<file path="config.mk">
export PLATFORM = sky130hd
export DESIGN_NAME = mem_req_sequencer
export DESIGN_NICKNAME = d
export VERILOG_FILES = /design/src/rtl/mem_ctrl_pkg.sv /design/src/rtl/mem_req_fifo.sv /design/src/rtl/mem_req_sequencer.sv
export SDC_FILE = /design/constraint.sdc
export NUM_CORES = 1
export LEC_CHECK = 0
export BUFFER_PORTS_ARGS = -buffer_cell sky130_fd_sc_hd__buf_2
export CAP_MARGIN = 20
export CELL_PAD_IN_SITES_DETAIL_PLACEMENT = 1
export CELL_PAD_IN_SITES_GLOBAL_PLACEMENT = 1
export CORE_MARGIN = 2
export CORE_UTILIZATION = 46
export CTS_CLUSTER_SIZE = 30
export DETAILED_ROUTE_END_ITERATION = 16
export GPL_TIMING_DRIVEN = 0
export PLACE_DENSITY = 0.82
export SLEW_MARGIN = 20
export SYNTH_ARGS = -nofsm -noshare
export SYNTH_HDL_FRONTEND = slang
export SYNTH_SLANG_ARGS = --single-unit
</file>
<file path="constraint.sdc">
create_clock -name clk -period 3.45 [get_ports clk]
set_input_delay 1.035 -clock clk [delete_from_list [all_inputs] [get_ports clk]]
set_output_delay 1.035 -clock clk [all_outputs]
set_load 0.005 [all_outputs]
</file>
<file path="src/rtl/mem_ctrl_pkg.sv">
`default_nettype none
// ============================================================================
// Module      : mem_ctrl_pkg
// Description : Shared definitions for the host request sequencer and the
//               memory controller: controller command encodings, sequencer
//               state encodings and address field widths.
// Revision    : 1.0 - initial release
// ============================================================================
package mem_ctrl_pkg;

    // Address split: row is the upper field, column the lower field.
    localparam int ROW_W = 4;
    localparam int COL_W = 12;

    // Controller command bus encodings.
    typedef enum logic [2:0] {
        CMD_NOP     = 3'b000,
        CMD_ACT     = 3'b001,
        CMD_READ    = 3'b010,
        CMD_WRITE   = 3'b011,
        CMD_PRE     = 3'b100,
        CMD_REFRESH = 3'b101
    } cmd_t;

    // Sequencer FSM state encodings.
    typedef logic [2:0] seq_state_t;
    localparam seq_state_t ST_IDLE    = 3'd0;
    localparam seq_state_t ST_ISSUE   = 3'd1;
    localparam seq_state_t ST_WAIT_RD = 3'd2;
    localparam seq_state_t ST_CAPTURE = 3'd3;
    localparam seq_state_t ST_WAIT_WR = 3'd4;
    localparam seq_state_t ST_RESP    = 3'd5;

endpackage
`default_nettype wire

</file>
<file path="src/rtl/mem_req_fifo.sv">
`default_nettype none
// ============================================================================
// Module      : mem_req_fifo
// Description : Synchronous FIFO holding host requests {rdnwr, addr, wdata}.
//               Read data is the head entry (first-word fall-through).
// Ports       : clk, rst          - clock, synchronous active-high reset
//               push, wdata       - enqueue (ignored when full)
//               pop, rdata        - dequeue head (ignored when empty)
//               full, empty,count - occupancy status from registered count
// Revision    : 1.0 - initial release
// ============================================================================
module mem_req_fifo #(
    parameter int DEPTH = 4,
    parameter int WIDTH = 49
) (
    input  logic                         clk,
    input  logic                         rst,
    input  logic                         push,
    input  logic [WIDTH-1:0]             wdata,
    input  logic                         pop,
    output logic [WIDTH-1:0]             rdata,
    output logic                         full,
    output logic                         empty,
    output logic [$clog2(DEPTH+1)-1:0]   count
);

    localparam int PTR_W = $clog2(DEPTH);
    localparam int CNT_W = $clog2(DEPTH+1);

    logic [WIDTH-1:0] mem_q [DEPTH];
    logic [PTR_W-1:0] wr_ptr_q, wr_ptr_d;
    logic [PTR_W-1:0] rd_ptr_q, rd_ptr_d;
    logic [CNT_W-1:0] count_q, count_d;
    logic             do_push;
    logic             do_pop;

    assign full    = (count_q == CNT_W'(DEPTH));
    assign empty   = (count_q == '0);
    assign count   = count_q;
    assign rdata   = mem_q[rd_ptr_q];
    assign do_push = push && !full;
    assign do_pop  = pop && !empty;

    // DEPTH is a power of two, so pointers wrap naturally.
    always_comb begin
        wr_ptr_d = wr_ptr_q;
        rd_ptr_d = rd_ptr_q;
        count_d  = count_q;
        if (do_push) begin
            wr_ptr_d = wr_ptr_q + PTR_W'(1);
        end
        if (do_pop) begin
            rd_ptr_d = rd_ptr_q + PTR_W'(1);
        end
        case ({do_push, do_pop})
            2'b10:   count_d = count_q + CNT_W'(1);
            2'b01:   count_d = count_q - CNT_W'(1);
            default: count_d = count_q;
        endcase
    end

    always_ff @(posedge clk) begin
        if (rst) begin
            wr_ptr_q <= '0;
            rd_ptr_q <= '0;
            count_q  <= '0;
        end else begin
            wr_ptr_q <= wr_ptr_d;
            rd_ptr_q <= rd_ptr_d;
            count_q  <= count_d;
        end
    end

    // Storage needs no reset; occupancy is tracked by the pointers.
    always_ff @(posedge clk) begin
        if (do_push) begin
            mem_q[wr_ptr_q] <= wdata;
        end
    end

endmodule
`default_nettype wire

</file>
<file path="src/rtl/mem_req_sequencer.sv">
`default_nettype none
// ============================================================================
// Module      : mem_req_sequencer
// Description : Buffers host read/write requests and issues them one at a
//               time to the memory controller, holding the command pins
//               stable until completion (or timeout), then returns an
//               in-order response.
// Ports       : clk, rst                        - clock, sync active-high reset
//               req_valid/ready/rdnwr/addr/wdata - host request channel
//               rsp_valid/ready/rdnwr/rdata/err  - host response channel
//               cmd_n, RDnWR, Addr_in,
//               Data_in_vld, Data_in            - controller command pins
//               command, Data_out               - controller status/read data
// Revision    : 1.0 - initial release
// ============================================================================
module mem_req_sequencer
    import mem_ctrl_pkg::*;
#(
    parameter int DEPTH   = 4,
    parameter int TIMEOUT = 255,
    parameter int ADDR_W  = 16,
    parameter int DATA_W  = 32
) (
    input  logic              clk,
    input  logic              rst,
    input  logic              req_valid,
    output logic              req_ready,
    input  logic              req_rdnwr,
    input  logic [ADDR_W-1:0] req_addr,
    input  logic [DATA_W-1:0] req_wdata,
    output logic              rsp_valid,
    input  logic              rsp_ready,
    output logic              rsp_rdnwr,
    output logic [DATA_W-1:0] rsp_rdata,
    output logic              rsp_err,
    output logic              cmd_n,
    output logic              RDnWR,
    output logic [ADDR_W-1:0] Addr_in,
    output logic              Data_in_vld,
    output logic [DATA_W-1:0] Data_in,
    input  logic [2:0]        command,
    input  logic [DATA_W-1:0] Data_out
);

    localparam int          ENT_W     = 1 + ADDR_W + DATA_W;
    localparam int          CNT_W     = $clog2(DEPTH+1);
    localparam logic [15:0] C_TIMEOUT = 16'(TIMEOUT);

    // Request FIFO
    logic              fifo_push;
    logic              fifo_pop;
    logic [ENT_W-1:0]  fifo_rdata;
    logic              fifo_full;
    logic              fifo_empty;
    logic [CNT_W-1:0]  fifo_count_unused;
    logic              fifo_rd_rdnwr;
    logic [ADDR_W-1:0] fifo_rd_addr;
    logic [DATA_W-1:0] fifo_rd_wdata;

    // Only registered occupancy and reset feed req_ready.
    assign req_ready = !fifo_full && !rst;
    assign fifo_push = req_valid && req_ready;
    assign {fifo_rd_rdnwr, fifo_rd_addr, fifo_rd_wdata} = fifo_rdata;

    mem_req_fifo #(
        .DEPTH (DEPTH),
        .WIDTH (ENT_W)
    ) u_fifo (
        .clk   (clk),
        .rst   (rst),
        .push  (fifo_push),
        .wdata ({req_rdnwr, req_addr, req_wdata}),
        .pop   (fifo_pop),
        .rdata (fifo_rdata),
        .full  (fifo_full),
        .empty (fifo_empty),
        .count (fifo_count_unused)
    );

    // Sequencer state
    seq_state_t        state_q, state_d;
    logic [15:0]       tmo_q, tmo_d;
    logic              hold_rdnwr_q, hold_rdnwr_d;
    logic [ADDR_W-1:0] hold_addr_q, hold_addr_d;
    logic [DATA_W-1:0] hold_wdata_q, hold_wdata_d;
    logic              rsp_rdnwr_q, rsp_rdnwr_d;
    logic [DATA_W-1:0] rsp_rdata_q, rsp_rdata_d;
    logic              rsp_err_q, rsp_err_d;
    logic [15:0]       tmo_inc;
    logic              tmo_hit;

    // Saturating wait counter; compared against TIMEOUT before incrementing,
    // so the timeout fires TIMEOUT+1 cycles after ISSUE.
    assign tmo_inc = (tmo_q == 16'hFFFF) ? tmo_q : tmo_q + 16'd1;
    assign tmo_hit = (tmo_q == C_TIMEOUT);

    always_comb begin
        state_d      = state_q;
        tmo_d        = tmo_q;
        hold_rdnwr_d = hold_rdnwr_q;
        hold_addr_d  = hold_addr_q;
        hold_wdata_d = hold_wdata_q;
        rsp_rdnwr_d  = rsp_rdnwr_q;
        rsp_rdata_d  = rsp_rdata_q;
        rsp_err_d    = rsp_err_q;
        fifo_pop     = 1'b0;
        case (state_q)
            ST_IDLE: begin
                if (!fifo_empty) begin
                    fifo_pop     = 1'b1;
                    hold_rdnwr_d = fifo_rd_rdnwr;
                    hold_addr_d  = fifo_rd_addr;
                    hold_wdata_d = fifo_rd_wdata;
                    state_d      = ST_ISSUE;
                end
            end
            ST_ISSUE: begin
                tmo_d   = '0;
                state_d = hold_rdnwr_q ? ST_WAIT_RD : ST_WAIT_WR;
            end
            ST_WAIT_RD: begin
                tmo_d = tmo_inc;
                if (command == CMD_READ) begin
                    state_d = ST_CAPTURE;
                end else if (tmo_hit) begin
                    rsp_rdnwr_d = 1'b1;
                    rsp_rdata_d = '0;
                    rsp_err_d   = 1'b1;
                    state_d     = ST_RESP;
                end
            end
            ST_CAPTURE: begin
                // Controller's Data_out is registered: valid the cycle after READ.
                rsp_rdnwr_d = 1'b1;
                rsp_rdata_d = Data_out;
                rsp_err_d   = 1'b0;
                state_d     = ST_RESP;
            end
            ST_WAIT_WR: begin
                tmo_d = tmo_inc;
                if (command == CMD_WRITE) begin
                    rsp_rdnwr_d = 1'b0;
                    rsp_rdata_d = '0;
                    rsp_err_d   = 1'b0;
                    state_d     = ST_RESP;
                end else if (tmo_hit) begin
                    rsp_rdnwr_d = 1'b0;
                    rsp_rdata_d = '0;
                    rsp_err_d   = 1'b1;
                    state_d     = ST_RESP;
                end
            end
            ST_RESP: begin
                if (rsp_ready) begin
                    state_d = ST_IDLE;
                end
            end
            default: begin
                state_d = ST_IDLE;
            end
        endcase
    end

    always_ff @(posedge clk) begin
        if (rst) begin
            state_q      <= ST_IDLE;
            tmo_q        <= '0;
            hold_rdnwr_q <= 1'b1;
            hold_addr_q  <= '0;
            hold_wdata_q <= '0;
            rsp_rdnwr_q  <= 1'b0;
            rsp_rdata_q  <= '0;
            rsp_err_q    <= 1'b0;
        end else begin
            state_q      <= state_d;
            tmo_q        <= tmo_d;
            hold_rdnwr_q <= hold_rdnwr_d;
            hold_addr_q  <= hold_addr_d;
            hold_wdata_q <= hold_wdata_d;
            rsp_rdnwr_q  <= rsp_rdnwr_d;
            rsp_rdata_q  <= rsp_rdata_d;
            rsp_err_q    <= rsp_err_d;
        end
    end

    assign cmd_n       = (state_q != ST_ISSUE);
    assign Data_in_vld = (state_q == ST_WAIT_WR);
    assign rsp_valid   = (state_q == ST_RESP);
    assign RDnWR       = hold_rdnwr_q;
    assign Addr_in     = hold_addr_q;
    assign Data_in     = hold_wdata_q;
    assign rsp_rdnwr   = rsp_rdnwr_q;
    assign rsp_rdata   = rsp_rdata_q;
    assign rsp_err     = rsp_err_q;

endmodule
`default_nettype wire

</file>
======== Word level (Yosys, flattened, before mapping) ========
Memory sizes are Yosys's and may differ from the RTL's. A register that Yosys moved wholly into a read port is not among the register bits.
Index checks and enable logic that the tools add are counted.
storage, ports and cells
  register bits after elaboration ......... 60
  memory bits (writable) .................. 196
  bits of input ports ..................... 88
  output and inout bits ................... 87
  word-level logic and storage cells ...... 79
  memories kept ........................... 1
cells by class
  $add $sub $neg .......................... 5
  equality and inequality tests ........... 19
  multiplexer cells ....................... 27
  bitwise operators ....................... 1
  reduce and logical (&&, ||, !) cells .... 18
memory list
  name          words  width  rd ports  clocked after Yosys merged registers in  write ports  RTL line            source
  u_fifo.mem_q  4      49     1         1                                        1            mem_req_fifo.sv:30  logic [WIDTH-1:0] mem_q [DEPTH];
operator list
  kind                                                   number
  two-way mux 32 bit                                     3
  one-hot mux 32 bit (3 select lines)                    1
  one-hot mux 16 bit (2 select lines)                    1
  two-way mux 3 bit                                      6
  one-hot mux 3 bit (6 select lines)                     1
  adder 16 x 1 -> 16 bit (second input constant)         1
  equality test 16 bit (second input constant)           1
  equality test 16 x 8 -> 1 bit (second input constant)  1
  two-way mux 16 bit                                     1
  equality test 3 x 2 -> 1 bit (second input constant)   4
  two-way mux 1 bit                                      11
  equality test 3 bit (second input constant)            3
  != test 2 bit (second input constant)                  4
  AND reduction 2 bit                                    4
  zero test 3 bit                                        2
  != test 3 x 1 -> 1 bit (second input constant)         2
  one-hot mux 1 bit (3 select lines)                     2
  one-hot mux 3 bit (2 select lines)                     1
  adder 2 x 1 -> 2 bit (second input constant)           2
  logical AND 1 bit                                      4
  AND reduction 4 bit                                    1
  nonzero test 2 bit                                     2
  adder 3 x 1 -> 3 bit (second input constant)           1
  equality test 3 x 1 -> 1 bit (second input constant)   1
  other kinds (8)                                        10

======== Depth between registers and ports, before layout ========
Gate-level depths: netlist of run 1.
  word-level depth ........................ 7
  gate-level depth with buffers ........... 11
  gate-level depth less buffers ........... 10

======== Modules after synthesis ========
A second synthesis of run 1 with hierarchy kept.
second synthesis, totals
  cell total of the unflattened synthesis .. 828
  area, all modules ....................... 11690.0 µm²
by module, submodules not included
  module             instances  cells an instance  area each (µm²)  sequential area each (µm²)
  mem_req_fifo       1          310                7562.3           6065.8
  mem_req_sequencer  1          518                4127.7           2042.0

======== Least setup slack after synthesis of run 1 ========
Ideal clock, no wire load.
  path type ............................... input -> register
  start ................................... input port rst
  end ..................................... memory u_fifo.mem_q[0][0] (enable)
  library setup time ...................... 0.412 ns
  data arrival time ....................... 2.763 ns
  data required time ...................... 3.038 ns
  slack ................................... 0.275 ns
  stages .................................. 3
  buffers on the path ..................... 1
  cell sequence ........................... clkbuf_1 a31oi_1 and3_1
on the way
  word-level cells in the longest chain between the ends .. 6
ends and longest elaborated chain
  element                                  RTL line                 source
  start: declaration                       mem_req_sequencer.sv:25  input logic rst,
  zero test 1 bit                          mem_req_sequencer.sv:61  assign req_ready = !fifo_full && !rst;
  logical AND 1 bit                        mem_req_sequencer.sv:61
  named net req_ready                      mem_req_sequencer.sv:27  output logic req_ready,
  logical AND 1 bit                        mem_req_sequencer.sv:62  assign fifo_push = req_valid && req_ready;
  logical AND 1 bit                        mem_req_fifo.sv:41       assign do_push = push && !full;
  two-way mux 1 bit                        mem_req_fifo.sv:76       if (do_push) begin
  two-way mux 1 bit (implied by the code)  mem_req_fifo.sv:77       mem_q[wr_ptr_q] <= wdata;
  end: declaration                         mem_req_fifo.sv:30
The timed path passes the listed nets, and every way through them passes these cells.

======== Worst setup path in the final report of run 1 ========
  start ................................... register state_q[2]
  end ..................................... output port cmd_n
on the way
  word-level cells in the longest chain between the ends .. 1
ends and longest elaborated chain
  element                   RTL line                  source
  start: declaration        mem_req_sequencer.sv:81   seq_state_t state_q, state_d;
  start signal: assignment  mem_req_sequencer.sv:175  state_q <= state_d;
  != test 3 x 1 -> 1 bit    mem_req_sequencer.sv:186  assign cmd_n = (state_q != ST_ISSUE);
  end: declaration          mem_req_sequencer.sv:36   output logic cmd_n,
No other way between the ends.

==> summary.txt, run 1 <==
Pwr
  – Cell area power density: 723 nW/um2
  – Max VDD drop: 491 uV
  – Pleak: 0.00489 uW

Detailed routing
  – Met1 Wirelength: 11.5 mm
  – DRT iter0 DRCs: 535
  – DR WL/cell: 21.0 um
  – WL met3: 1.90 mm
  – DRC: 0
  – Via count: 7494
  – Routed WL: 29.1 mm
  – Antenna Nets Post-Route: 0
  – Top routing layer in use: met5
  – Vias per std cell: 5.42
  – Drt first pass iters: 4
  – Routed wl met2: 14.8 mm

STA
  – Period utilisation layout: 93.8%
  – Endpoints failing setup: 0
  – Worst slew pin tran: 898 ps
  – Final hold vios: 0
  – Clk_skew: 17.2 ps
  – Max Slew Vio Count: 0
  – RSZ-0062 raised after global routing: no
  – Minimum clock period: 3230 ps
  – Max-slew headroom: 40.1%
  – Max Fclk: 0.309 GHz

Die
  – Die height: 162 um
  – Core area: 24500 um2
  – Rows: 57
  – Die Area: 26300 um2
  – Initial Util: 47.1%
  – I/O pin cnt: 175
  – Die W: 162 um

Setup path
  – R2R Path Start: state_q[2]
  – CP Capture Type: output pin
  – Crit start category: register
  – Reg-to-reg endpoint: u_fifo.count[2]
  – Setup Crit Path Kind: reg -> out
  – Worst Path Required: 2410 ps
  – Critical-path maximum fanout: 10
  – R2r setup slk: 260 ps
  – Crit path DAT: 2200 ps
  – R2R depth: 11

Place
  – Hpwl dp: 20.3 mm
  – PortBufs: 173
  – Inst Count DP: 1324
  – RePlAce Congestion: 0.836
  – Area post-placement: 12900 um2

CTS
  – Worst-Skew Late Latency: 580 ps
  – TritonCTS clock tree: done
  – Post-CTS Setup Bufs: 0
  – Hold_buf cts: 0
  – Root Buffer: clkbuf_16
  – Clock Pin Slew Worst Setup and Hold Paths: 60 ps
  – CTS Sinks: 305
  – CTS Buf Count: 31
  – Maximum clock path buffer count: 3
  – H-Tree Depth: 1
  – Gates resized, CTS repair: 0

Min path
  – Worst hold start: Data_in[15]
  – Hold path depth: 2
  – Worst hold endpoint: Data_in[15]
  – Worst Hold Class: reg -> reg

Yosys
  – Yosys warnings: 0
  – Post-synth ARST share: 0%
  – Number of synthesized flops with an enable pin: 196
  – Netlist Area Pre-Place: 11500 um2
  – Yosys reg bits: 305
  – Post-synthesis sequential area ratio: 70.0%
  – Post-synth top flop: edfxtp_1
  – Synth Area per Inst: 14.0 um2
  – Syn Nets: 918
  – Netlist cell types: 51
  – Post-Syn Instances: 823

Flow run
  – Max-cap violations: 0

Outcome
  – Outcome: complete, no violations

Global route
  – GRT overflow: 0
  – Initial antenna violation count: 4
  – GRT Overall Usage: 22.2%
  – Vias in the first global route: 8196
  – Global-route wire length before repair: 45.2 mm
  – Largest net degree at the start of global routing: 40

Finish
  – Share of layout cells above drive strength 1: 27.3%
  – # fillers: 2452
  – Area Overhead vs Synth: 20.6%
  – End-of-flow core utilization: 56.8%
  – Layout Nets: 1127
  – Non-filler cells, final: 1383
  – Finished Cell Area: 13900 um2
-- cells in the mapped netlist, types with 2 or more instances --
| cell type | instances | area share (%) |
|---|---|---|
| nand4b_1 | 2 | 0.15 |
| or4_1 | 5 | 0.33 |
| a21oi_1 | 96 | 4.2 |
| and2_1 | 3 | 0.16 |
| nand2_1 | 139 | 4.5 |
| o21ai_1 | 22 | 0.96 |
| o2111ai_1 | 2 | 0.15 |
| xor2_1 | 8 | 0.61 |
| edfxtp_1 | 196 | 51 |
| dfxtp_1 | 109 | 19 |
| ha_1 | 6 | 0.65 |
| and3_1 | 5 | 0.27 |
| o211ai_1 | 2 | 0.13 |
| nor3_1 | 5 | 0.22 |
| or3_1 | 4 | 0.22 |
| o31ai_1 | 2 | 0.13 |
| buf_2 | 10 | 0.43 |
| buf_1 | 4 | 0.13 |
| a31oi_1 | 3 | 0.16 |
| inv_1 | 13 | 0.42 |
| nor2_1 | 19 | 0.62 |
| or2_2 | 2 | 0.11 |
| and4_1 | 2 | 0.15 |
| nor2b_1 | 2 | 0.11 |
| mux4_2 | 49 | 9.6 |
| nand3_1 | 17 | 0.74 |
| nand2b_1 | 6 | 0.33 |
| nand3b_1 | 2 | 0.13 |
| nand4_1 | 5 | 0.27 |
| nor3b_1 | 2 | 0.13 |
| o21ai_0 | 21 | 0.91 |
| xnor2_1 | 5 | 0.38 |
| clkbuf_1 | 37 | 1.2 |
-- cell families after synthesis --
logic type               synth area share [%]
buffers and inverters                    2.27
AO/OA/AOI/OAI                            7.39
XOR/XNOR                                0.988
flip-flops                               70.0
multiplexers                             9.58
AND/OR/NAND/NOR                          8.95
adder cells (fa/ha/maj)                 0.825
-- metrics by stage --
step | total power [uW] | hold WS [ps] | setup slack [ps] | setup TNS (ps)
floorplan | 5940 | 448 | 275 | 0
global placement | 6770 | 440 | -783 | -149100
detailed placement | 6930 | 447 | 199 | 0
CTS | 10200 | 455 | 141 | 0
global route | 10500 | 471 | 60.5 | 0
finish | 10100 | 454 | 215 | 0
-- worst max path at each step --
stage,endpoint,slack (ps),from
floorplan,u_fifo.mem_q[0][0],280,rst
global placement,u_fifo.mem_q[1][24],-780,rst
detailed placement,u_fifo.count[2],200,rst
CTS,cmd_n,140,state_q[0]
global route,u_fifo.count[2],60,state_q[2]
finish,cmd_n,220,state_q[2]
-- layout make-up --
type / instances / area, um2 / share of cell area, %
Clock buffer: 49 / 853 / 6.14
Tap cell: 324 / 405 / 2.92
Antenna cell: 3 / 7.51 / 0.0540
Clock inverter: 8 / 116 / 0.837
Sequential cell: 305 / 8070 / 58.0
Multi-Input combinational cell: 452 / 3220 / 23.1
Timing Repair Buffer: 177 / 976 / 7.02
Buffer: 51 / 205 / 1.48
Inverter: 14 / 52.6 / 0.378
-- layout by cell type, fill, tap and decap left out, drive strengths merged, types with 6 or more instances in the layout --
cell,instances
edfxtp,196
buf,191
nand2,139
dfxtp,109
a21oi,96
clkbuf,86
mux4,49
o21ai,43
nor2,19
nand3,17
inv,15
xor2,8
nand2b,6
ha,6
or4,6
-- where the power goes --
group	switching [uW]	internal [uW]
logic	1390	885
registers	215	4330
clock network	1380	1850
-- routing by layer --
metal | vias to the layer above | track usage (%)
li1 | 3487 | -
met4 | 2 | 6.44
met5 | - | 0
met3 | 53 | 5.08
met1 | 3739 | 26.8
met2 | 213 | 39.7
-- registers in the layout, indices dropped and copies added, names as in the netlist --
signal	cells
Addr_in	16
Data_in	32
RDnWR	1
rsp_err	1
rsp_rdata	32
rsp_rdnwr	1
state_q	3
tmo_q	16
u_fifo.count	3
u_fifo.mem_q	196
u_fifo.rd_ptr_q	2
u_fifo.wr_ptr_q	2
-- critical path, stage by stage (launching register included) --
cell and delay [ps]:
dfxtp_1 330, clkbuf_1 210, or3b_2 550, clkbuf_1 300
buf_2 240
Note: power is estimated with default switching activity, not from simulation.
==> run 2: changes to the inputs <==
Settings changed: RECOVER_POWER from default to 100, TNS_END_PERCENT from default to 50.
Clock period 3.45 ns to 3.15 ns, I/O delays scaled along.
==> run 2 against run 1 <==
Compared with the run above:
- core utilization shrank 0.87 points
- clock skew shrank 3.4 ps
- via count shrank 0.43%
- highest routed layer unchanged
==> summary.txt, run 2 (synthesized netlist as in run 1, its figures left out) <==
Setup path
  – Critical-path maximum fanout: 13 (was 10)
  – Setup Crit Path Kind: reg -> out (unchanged)
  – R2R depth: 10 (was 11)
  – Crit path DAT: 2040 ps (was 2200 ps)
  – CP Capture Point: cmd_n (unchanged)
  – Worst Setup SP: state_q[0] (was state_q[2])
  – CP Capture Type: output pin (unchanged)
  – CP max stage cell: or3b_2 (unchanged)
  – Crit start category: register (unchanged)
  – R2r setup slk: 220 ps (was 260 ps)
  – R2R Path Start: state_q[2] (unchanged)
  – CP cell instances: clkbuf_1 > or3b_2 > clkbuf_2 (was clkbuf_1 > or3b_2 > clkbuf_1 > buf_2)
  – Reg-to-reg endpoint: u_fifo.count[2] (unchanged)
  – Worst Path Required: 2200 ps (was 2410 ps)
  – Max stage delay on crit path: 650 ps (was 550 ps)

Finish
  – Share of layout cells above drive strength 1: 17.0% (was 27.3%)
  – Largest Register: u_fifo.mem_q (unchanged)
  – Layout Nets: 1130 (was 1127)
  – Max FFs per register: 196 (unchanged)
  – Area Overhead vs Synth: 18.7% (was 20.6%)
  – Most frequent cells in the layout: edfxtp_1 (196), clkbuf_1 (164), nand2_1 (139) (was edfxtp_1 (196), buf_2 (183), nand2_1 (139))
  – Most common cell after layout, fill and taps aside: edfxtp_1 (unchanged)

Pwr
  – Total power: 11000 uW (was 10100 uW)
  – Cell area power density: 803 nW/um2 (was 723 nW/um2)
  – Max VDD drop: 540 uV (was 491 uV)
  – Pleak: 0.00452 uW (was 0.00489 uW)

CTS
  – Root Buffer: clkbuf_16 (unchanged)
  – Clock Pin Slew Worst Setup and Hold Paths: 60 ps (about the same)
  – TritonCTS clock tree: done (unchanged)
  – Maximum clock path buffer count: 3 (unchanged)
  – CTS Buf Count: 31 (unchanged)
  – Worst-Skew Late Latency: 570 ps (was 580 ps)
  – H-Tree Depth: 1 (unchanged)
  – CTS Sinks: 305 (unchanged)

Detailed routing
  – DR WL/cell: 21.1 um (was 21.0 um)
  – Vias per std cell: 5.39 (was 5.42)
  – Via count: 7462 (was 7494)
  – DRT iter0 DRCs: 544 (was 535)
  – Drt first pass iters: 4 (unchanged)
  – Antenna Nets Post-Route: 0 (unchanged)
  – DRC: 0 (unchanged)
  – Routed WL: 29.2 mm (was 29.1 mm)

STA
  – Period utilisation layout: 94.6%
  – Setup ws final: 169 ps (was 215 ps)
  – RSZ-0062 raised after global routing: no (unchanged)
  – Max Slew Vio Count: 0 (unchanged)
  – Worst slew pin tran: 896 ps (was 898 ps)
  – Clk_skew: 13.8 ps (was 17.2 ps)
  – Max-slew headroom: 40.3% (was 40.1%)
  – Endpoints failing setup: 0 (unchanged)
  – Final hold vios: 0 (unchanged)
  – Minimum clock period: 2980 ps
  – Max Fclk: 0.335 GHz

Global route
  – Initial antenna violation count: 2 (was 4)
  – Largest net degree at the start of global routing: 40 (unchanged)
  – Vias in the first global route: 8191 (was 8196)
  – GRT Overall Usage: 22.1% (was 22.2%)
  – Global-route wire length before repair: 45.1 mm (was 45.2 mm)
  – GRT overflow: 0 (unchanged)

Outcome
  – Outcome: complete, no violations (unchanged)

Flow run
  – Max-cap violations: 0 (unchanged)

Min path
  – Worst Hold Class: reg -> reg (unchanged)

Die
  – Die Area: 26300 um2 (unchanged)
  – Initial Util: 47.1% (unchanged)
  – Core area: 24500 um2 (unchanged)
  – Die height: 162 um (unchanged)
  – I/O pin cnt: 175 (unchanged)
  – Die W: 162 um (unchanged)
  – Rows: 57 (unchanged)

Place
  – PortBufs: 173 (unchanged)
  – RePlAce Congestion: 0.836 (unchanged)
  – Pre-CTS setup slack: -42.2 ps (was 199 ps)
  – Hpwl dp: 20.3 mm (unchanged)
[run 2: metrics by stage]
stage               util [%]  hold WS [ps]  instance area [um2]  std cells  setup TNS (ps)
finish                  55.9           452                13700       1384               0
global route            55.9           471                13700       1383               0
CTS                     56.8           455                13900       1380               0
detailed placement      52.8           447                12900       1324           -42.2
global placement        52.3           440                12800       1320         -190260
floorplan                  -           448                11500        823               0
[run 2: cell type report]
class,instances,area [um2]
clock buffer,49,853
timing repair buffer,181,798
tap,324,405
fill,2510,10800
inverter,14,52.6
clock inverter,8,116
multi-input combinational,452,3190
antenna,1,2.50
sequential,305,8070
buffer,50,196
[run 2: critical path: cells and delay by family (launching register included)]
| kind | cells | cell delay, ps |
|---|---|---|
| buffers and inverters | 2 | 500 |
| AND/OR/NAND/NOR | 1 | 650 |
| flip-flops | 1 | 330 |
[run 2: routing by layer]
metal  share of wire (%)  global-route usage [%]
met4                 2.9                    6.44
met5               0.055                       0
met3                 6.5                    5.08
met2                  51                    39.7
met1                  40                    26.8
[run 2: worst min path at each step]
stage / from / endpoint / cells past startpoint
global placement: Addr_in[9] / Addr_in[9] / 2
floorplan: rsp_err / rsp_err / 2
finish: Data_in[16] / Data_in[16] / 2
global route: Data_in[16] / Data_in[16] / 2
detailed placement: Data_in[16] / Data_in[16] / 2
CTS: Data_in[16] / Data_in[16] / 2
[run 2: power breakdown]
group / leakage (uW) / internal [uW] / total [uW] / switching, uW
combinational: 0.00138 / 938 / 2470 / 1530
sequential: 0.00266 / 4750 / 4980 / 233
clock: 0.000470 / 2030 / 3540 / 1520
total: 0.00452 / 7710 / 11000 / 3280
[run 2: repair_timing]
action                     4_1_cts  5_1_grt
hold buffers                     0        0
setup endpoints to repair        2        1
gates resized for setup          1        1
setup buffers                    0        4
